## config.mk

```make
export PLATFORM = sky130hd
export DESIGN_NAME = stock_manager
export DESIGN_NICKNAME = d
export VERILOG_FILES = /design/src/rtl/stock_manager.sv
export SDC_FILE = /design/constraint.sdc
export NUM_CORES = 1
export LEC_CHECK = 0
export ABC_CLOCK_PERIOD_IN_PS = 6100
export BUFFER_PORTS_ARGS = -buffer_cell sky130_fd_sc_hd__buf_2
export CELL_PAD_IN_SITES_DETAIL_PLACEMENT = 0
export CELL_PAD_IN_SITES_GLOBAL_PLACEMENT = 1
export CORE_UTILIZATION = 45
export DETAILED_ROUTE_END_ITERATION = 10
export GPL_TIMING_DRIVEN = 0
export MAX_ROUTING_LAYER = met4
export PLACE_DENSITY = 0.77
export SETUP_SLACK_MARGIN = 0.15
export SYNTH_ARGS = -nofsm -noshare
export SYNTH_HDL_FRONTEND = slang
export SYNTH_SLANG_ARGS = --single-unit
```

## constraint.sdc

```tcl
create_clock -name clk -period 6.1 [get_ports clk]
set_input_delay 0.915 -clock clk [delete_from_list [all_inputs] [get_ports clk]]
set_output_delay 0.915 -clock clk [all_outputs]
set_load 0.01 [all_outputs]
```

## src/rtl/stock_manager.sv

```systemverilog
// Inventory stage for the vending machine: per-item stock, sales statistics and
// sold-out flags, updated by one purchase/restock/clear request at a time.
module stock_manager #(
  parameter logic [2:0] INIT_STOCK = 3'd5
) (
  input  logic        clk,
  input  logic        EN,
  input  logic        req_valid,
  input  logic [1:0]  req_op,
  input  logic [2:0]  req_item,
  input  logic [2:0]  req_qty,
  output logic [20:0] left,
  output logic [6:0]  soldout,
  output logic [7:0]  sold_total,
  output logic [9:0]  revenue,
  output logic        busy,
  output logic        done,
  output logic        err
);

  typedef enum logic [1:0] {IDLE, CHECK, APPLY, RESP} state_t;

  localparam logic [1:0] OP_BUY = 2'b00;
  localparam logic [1:0] OP_ADD = 2'b01;
  localparam logic [1:0] OP_CLR = 2'b10;

  state_t      state;
  logic [1:0]  op_p0;
  logic [2:0]  item_p0;
  logic [2:0]  qty_p0;
  logic        err_p1;

  logic [4:0]  base;
  logic [2:0]  cur_stock;
  logic [3:0]  add_sum;
  logic [5:0]  product;
  logic [10:0] sold_sum;
  logic [10:0] rev_sum;
  logic        illegal;
  logic [2:0]  new_slice;
  logic [20:0] next_left;

  function automatic logic [2:0] unit_price(input logic [2:0] item);
    case (item)
      3'd1:    unit_price = 3'd2;
      3'd2:    unit_price = 3'd3;
      3'd3:    unit_price = 3'd3;
      3'd4:    unit_price = 3'd4;
      3'd5:    unit_price = 3'd5;
      3'd6:    unit_price = 3'd5;
      3'd7:    unit_price = 3'd7;
      default: unit_price = 3'd0;
    endcase
  endfunction

  function automatic logic [7:0] sat_sold(input logic [10:0] sum);
    sat_sold = (sum > 11'd255) ? 8'hFF : sum[7:0];
  endfunction

  function automatic logic [9:0] sat_rev(input logic [10:0] sum);
    sat_rev = (sum > 11'd1023) ? 10'h3FF : sum[9:0];
  endfunction

  function automatic logic [6:0] empty_flags(input logic [20:0] bus);
    logic [6:0] f;
    f = 7'd0;
    for (int k = 0; k < 7; k++) f[k] = (bus[3*k +: 3] == 3'd0);
    empty_flags = f;
  endfunction

  // Bit offset of the addressed slice; meaningless for item 0, which is always rejected.
  assign base      = ({2'b00, item_p0} - 5'd1) * 5'd3;
  assign cur_stock = 3'(left >> base);
  assign add_sum   = {1'b0, cur_stock} + {1'b0, qty_p0};
  assign product   = {3'b000, unit_price(item_p0)} * {3'b000, qty_p0};
  assign sold_sum  = {3'b000, sold_total} + {8'd0, qty_p0};
  assign rev_sum   = {1'b0, revenue} + {5'd0, product};
  assign new_slice = (op_p0 == OP_BUY) ? (cur_stock - qty_p0) : add_sum[2:0];

  always_comb begin
    illegal = 1'b1;
    case (op_p0)
      OP_BUY:  illegal = (item_p0 == 3'd0) || (qty_p0 > cur_stock);
      OP_ADD:  illegal = (item_p0 == 3'd0) || (add_sum > 4'd7);
      OP_CLR:  illegal = 1'b0;
      default: illegal = 1'b1;
    endcase
  end

  always_comb begin
    next_left = left;
    if (item_p0 != 3'd0)
      next_left = (left & ~(21'h7 << base)) | ({18'd0, new_slice} << base);
  end

  always_ff @(posedge clk or negedge EN) begin
    if (!EN) begin
      state      <= IDLE;
      op_p0      <= 2'b00;
      item_p0    <= 3'd0;
      qty_p0     <= 3'd0;
      err_p1     <= 1'b0;
      left       <= {7{INIT_STOCK}};
      soldout    <= (INIT_STOCK == 3'd0) ? 7'h7F : 7'h00;
      sold_total <= 8'd0;
      revenue    <= 10'd0;
      busy       <= 1'b0;
      done       <= 1'b0;
      err        <= 1'b0;
    end else begin
      case (state)
        // IDLE: accept and latch a request
        IDLE: begin
          done <= 1'b0;
          err  <= 1'b0;
          if (req_valid) begin
            op_p0   <= req_op;
            item_p0 <= req_item;
            qty_p0  <= req_qty;
            busy    <= 1'b1;
            state   <= CHECK;
          end
        end
        // CHECK: register legality against the current stock
        CHECK: begin
          err_p1 <= illegal;
          state  <= APPLY;
        end
        // APPLY: commit legal requests; done/err become visible in RESP
        APPLY: begin
          if (!err_p1) begin
            case (op_p0)
              OP_BUY: begin
                left       <= next_left;
                soldout    <= empty_flags(next_left);
                sold_total <= sat_sold(sold_sum);
                revenue    <= sat_rev(rev_sum);
              end
              OP_ADD: begin
                left    <= next_left;
                soldout <= empty_flags(next_left);
              end
              OP_CLR: begin
                sold_total <= 8'd0;
                revenue    <= 10'd0;
              end
              default: ;
            endcase
          end
          done  <= 1'b1;
          err   <= err_p1;
          state <= RESP;
        end
        // RESP: single-cycle response, then back to IDLE
        RESP: begin
          done  <= 1'b0;
          err   <= 1'b0;
          busy  <= 1'b0;
          state <= IDLE;
        end
        default: state <= IDLE;
      endcase
    end
  end

endmodule

```

==> impl_metrics.env <==
export IMPL_cts_tree="yes"
export IMPL_final_min_clock_period_ns=5.56
export IMPL_ys_warn_count=0
export IMPL_drc=0
export IMPL_routedWlPerCell_um=20.0
export IMPL_setup_slack_ns=0.542
export IMPL_clock_latency_ns=0.38
export IMPL_cap_violations=0
export IMPL_post_route_period_util_pct=91.1
export IMPL_reg2reg_from="item_p0[0]"
export IMPL_clk_path_buf_depth=2
export IMPL_placementRows=36
export IMPL_synth_flop_cell="dfrtp_1"
export IMPL_antenna_found_initial=0
export IMPL_worstPathCellList="buf_6 > clkinv_4 > ha_1 > buf_6 > clkinvlp_4 > fa_1 > clkbuf_2 > buf_2 > buf_2 > mux2i_1 > a221oi_2 > inv_1 > ha_1 > inv_1 > fa_1 > o31ai_4 > o22ai_1 > a32o_1 > a221oi_2 > a32o_1"
export IMPL_place_ws_ns=-0.913
export IMPL_synthXorXnorAreaFrac_pct=1.66
export IMPL_io_pins=60
export IMPL_synth_top_family_by_area="compound AO/OA/AOI/OAI gates"
export IMPL_drt_iter0_markers=322
export IMPL_syn_inst=499
export IMPL_root_buffer="clkbuf_8"
export IMPL_dp_hpwl_mm=10.6
export IMPL_synth_compound_area_share_pct=23.4
export IMPL_synth_cell_types=72
export IMPL_gr_total_overflow=0
export IMPL_cp_arrival_ns=5.87
export IMPL_worst_slew_pin_slew_ns=0.958
export IMPL_drtAntennaViolNets=0
export IMPL_final_nets=624
export IMPL_synth_edf_count=0
export IMPL_synth_simple_area_share_pct=14.1
export IMPL_via_count=4276
export IMPL_synthesis_area_sq_mm=0.00468
export IMPL_start_util_pct=47.2
export IMPL_critPathRequiredTime_ns=6.41
export IMPL_slew_violations=0
export IMPL_place_gp_congestion=0.929
export IMPL_fin_util_pct=54.7
export IMPL_whs_path_depth=2
export IMPL_routed_wl_mm=14.2
export IMPL_grt_first_pass_wirelength_mm=23.1
export IMPL_port_buffers=59
export IMPL_syn_nets=551
export IMPL_holdPathEnd="soldout[5]"
export IMPL_fin_hold_ws_ns=0.483
export IMPL_cp_max_fo=12
export IMPL_ys_seq_elements=60
export IMPL_r2r_end="soldout[1]"
export IMPL_die_area_sq_mm=0.0108
export IMPL_viasPerCell=6.02
export IMPL_rrSetupSlack_ns=0.54
export IMPL_slowest_delay_ns=0.55
export IMPL_syn_area_per_cell_sq_um=9.37
export IMPL_path_class="register to register"
export IMPL_synth_fa_ha_area_share_pct=12.6
export IMPL_htree_num_levels=3
export IMPL_clock_sinks=60
export IMPL_n_antenna_cell=0
export IMPL_fmax_mhz=180
export IMPL_path_delay_family="compound AO/OA/AOI/OAI gates"
export IMPL_path_clk_slew_ns=0.07
export IMPL_hp_class="register to register"
export IMPL_tns_ns=0
export IMPL_rsz0062_at_grt="no"
export IMPL_numCtsBuffers=9
export IMPL_startpoint_type="register"
export IMPL_outcome="finished clean"
export IMPL_worstSetupStartpoint="item_p0[0]"
export IMPL_hold_viol_final=0
export IMPL_worst_path_max_delay_cell="fa_1"
export IMPL_reg2regPathDepth=20
export IMPL_async_flop_share_pct=100
export IMPL_areaGrowthSynthToFinish_pct=15.8
export IMPL_slew_headroom_pct=35.6
export IMPL_grt_max_degree=61
export IMPL_core_sq_mm=0.00991
export IMPL_die_h_um=104
export IMPL_min_from="soldout[5]"
export IMPL_grt_pass1_vias=4167
export IMPL_end_kind="register"
export IMPL_crit_buf_inv=9
export IMPL_skew_ns=0.00829
export IMPL_die_x_um=104
export IMPL_dr_pass1_iters=5
export IMPL_holdBufCountCts=0
export IMPL_drive_gt1_share_pct=26.5
export IMPL_track_usage_pct=28.9
export IMPL_synthMuxAreaShare_pct=10.9
export IMPL_ys_seq_area_share_pct=32.5
export IMPL_setup_viol_count_final=0
## state kept, by name, indices dropped and copies added (netlist names)
| register | count |
|---|---|
| state | 2 |
| left | 21 |
| err_p1 | 1 |
| done | 1 |
| err | 1 |
| revenue | 10 |
| soldout | 7 |
| qty_p0 | 3 |
| sold_total | 8 |
| busy | 1 |
| op_p0 | 2 |
| item_p0 | 3 |
## per-layer routing
layer | track usage (%) | part of all wire, %
met1 | 41.0 | 48
met2 | 40.0 | 43
met3 | 6.52 | 6.9
met4 | 11.0 | 2.0
met5 | - | 0
## cell usage after synthesis (3+ instances only)
master	number	area share, %
a21o_1	6	0.96
a21oi_1	27	2.9
a22oi_1	6	0.96
a31o_2	3	0.56
a31oi_1	4	0.54
a32o_1	3	0.64
and2_1	4	0.54
buf_1	3	0.24
buf_2	8	0.86
clkbuf_1	11	0.88
dfrtp_1	46	25
dfstp_2	14	7.9
fa_1	10	4.3
ha_1	31	8.3
inv_1	28	2.2
mux2_2	14	3.4
mux2i_1	6	1.3
mux4_2	13	6.3
nand2_1	50	4.0
nand2b_1	8	1.1
nand3_1	13	1.4
nor2_1	34	2.7
nor2b_1	5	0.67
nor3_1	8	0.86
nor4_1	3	0.40
o211ai_1	8	1.3
o21a_1	11	1.8
o21ai_0	43	4.6
o21ai_1	8	0.86
o22ai_1	3	0.40
o31ai_1	10	1.6
or3_1	4	0.54
xnor2_1	3	0.56
xor2_1	4	0.75
## kinds of logic after synthesis
family                     Yosys count
AOI/OAI and AO/OA                  163
and+or+nand+nor                    140
buffers and inverters               54
DFF                                 60
muxes                               33
xor gates and xnor gates             8
adders and majority gates           41
## stage by stage
| step | std cells | area [sq um] |
|---|---|---|
| floorplan | 499 | 4680 |
| global placement | 691 | 5140 |
| detailed placement | 691 | 5140 |
| CTS | 707 | 5370 |
| global route | 710 | 5420 |
| finish | 710 | 5420 |
## what timing repair did
action | 4_1_cts | 5_1_grt
gates resized for setup | 9 | 8
setup buffers | 0 | 3
pin swaps | 0 | 3
cloned | 0 | 0
endpoints found under the setup margin | 27 | 25
## layout make-up
| type | instances | area, sq um |
|---|---|---|
| Timing Repair Buffer | 62 | 320 |
| Fill cell | 942 | 4490 |
| Clock buffer | 10 | 138 |
| Multi-Input combinational cell | 385 | 2980 |
| Clock inverter | 6 | 47.5 |
| Buffer | 25 | 131 |
| Inverter | 29 | 118 |
| Tap cell | 133 | 166 |
| Sequential cell | 60 | 1520 |
## how the worst max path moves through the flow
stage / slack (ns) / depth (start not counted) / to
2_1_floorplan: 0.78 / 20 / soldout[4]
3_3_place_gp: -1.01 / 20 / soldout[5]
3_5_place_dp: -0.91 / 20 / soldout[5]
4_1_cts: 0.17 / 21 / soldout[1]
5_1_grt: 0.19 / 21 / soldout[1]
6_report: 0.54 / 20 / soldout[1]
## worst reg2reg max path, delay by kind of cell (launching register included)
kind                     cells  cell delay (ns)
buffers and inverters        9             1.61
flip-flops                   1             0.42
multiplexers                 1             0.19
adder cells (fa/ha/maj)      4             1.55
AO/OA/AOI/OAI                6             1.72
## placed cells by master (no fill, tap or decap), types with 7 or more instances in the layout
| cell | Yosys | routed |
|---|---|---|
| fa_1 | 10 | 10 |
| o21ai_1 | 8 | 8 |
| nand2b_1 | 8 | 8 |
| a21oi_1 | 27 | 26 |
| clkbuf_1 | 11 | 10 |
| buf_2 | 8 | 66 |
| o21a_1 | 11 | 11 |
| o21ai_0 | 43 | 43 |
| clkbuf_8 | 0 | 10 |
| dfrtp_1 | 46 | 45 |
| nor3_1 | 8 | 7 |
| nand3_1 | 13 | 13 |
| nor2_1 | 34 | 34 |
| mux2_2 | 14 | 14 |
| ha_1 | 31 | 31 |
| o211ai_1 | 8 | 8 |
| inv_1 | 28 | 27 |
| mux4_2 | 13 | 13 |
| nand2_1 | 50 | 50 |
| o31ai_1 | 10 | 10 |
| dfstp_2 | 14 | 14 |
Power is left out: the tool's default activity adds up to more than one toggle a clock period on the data nets, which glitch-free logic cannot reach.
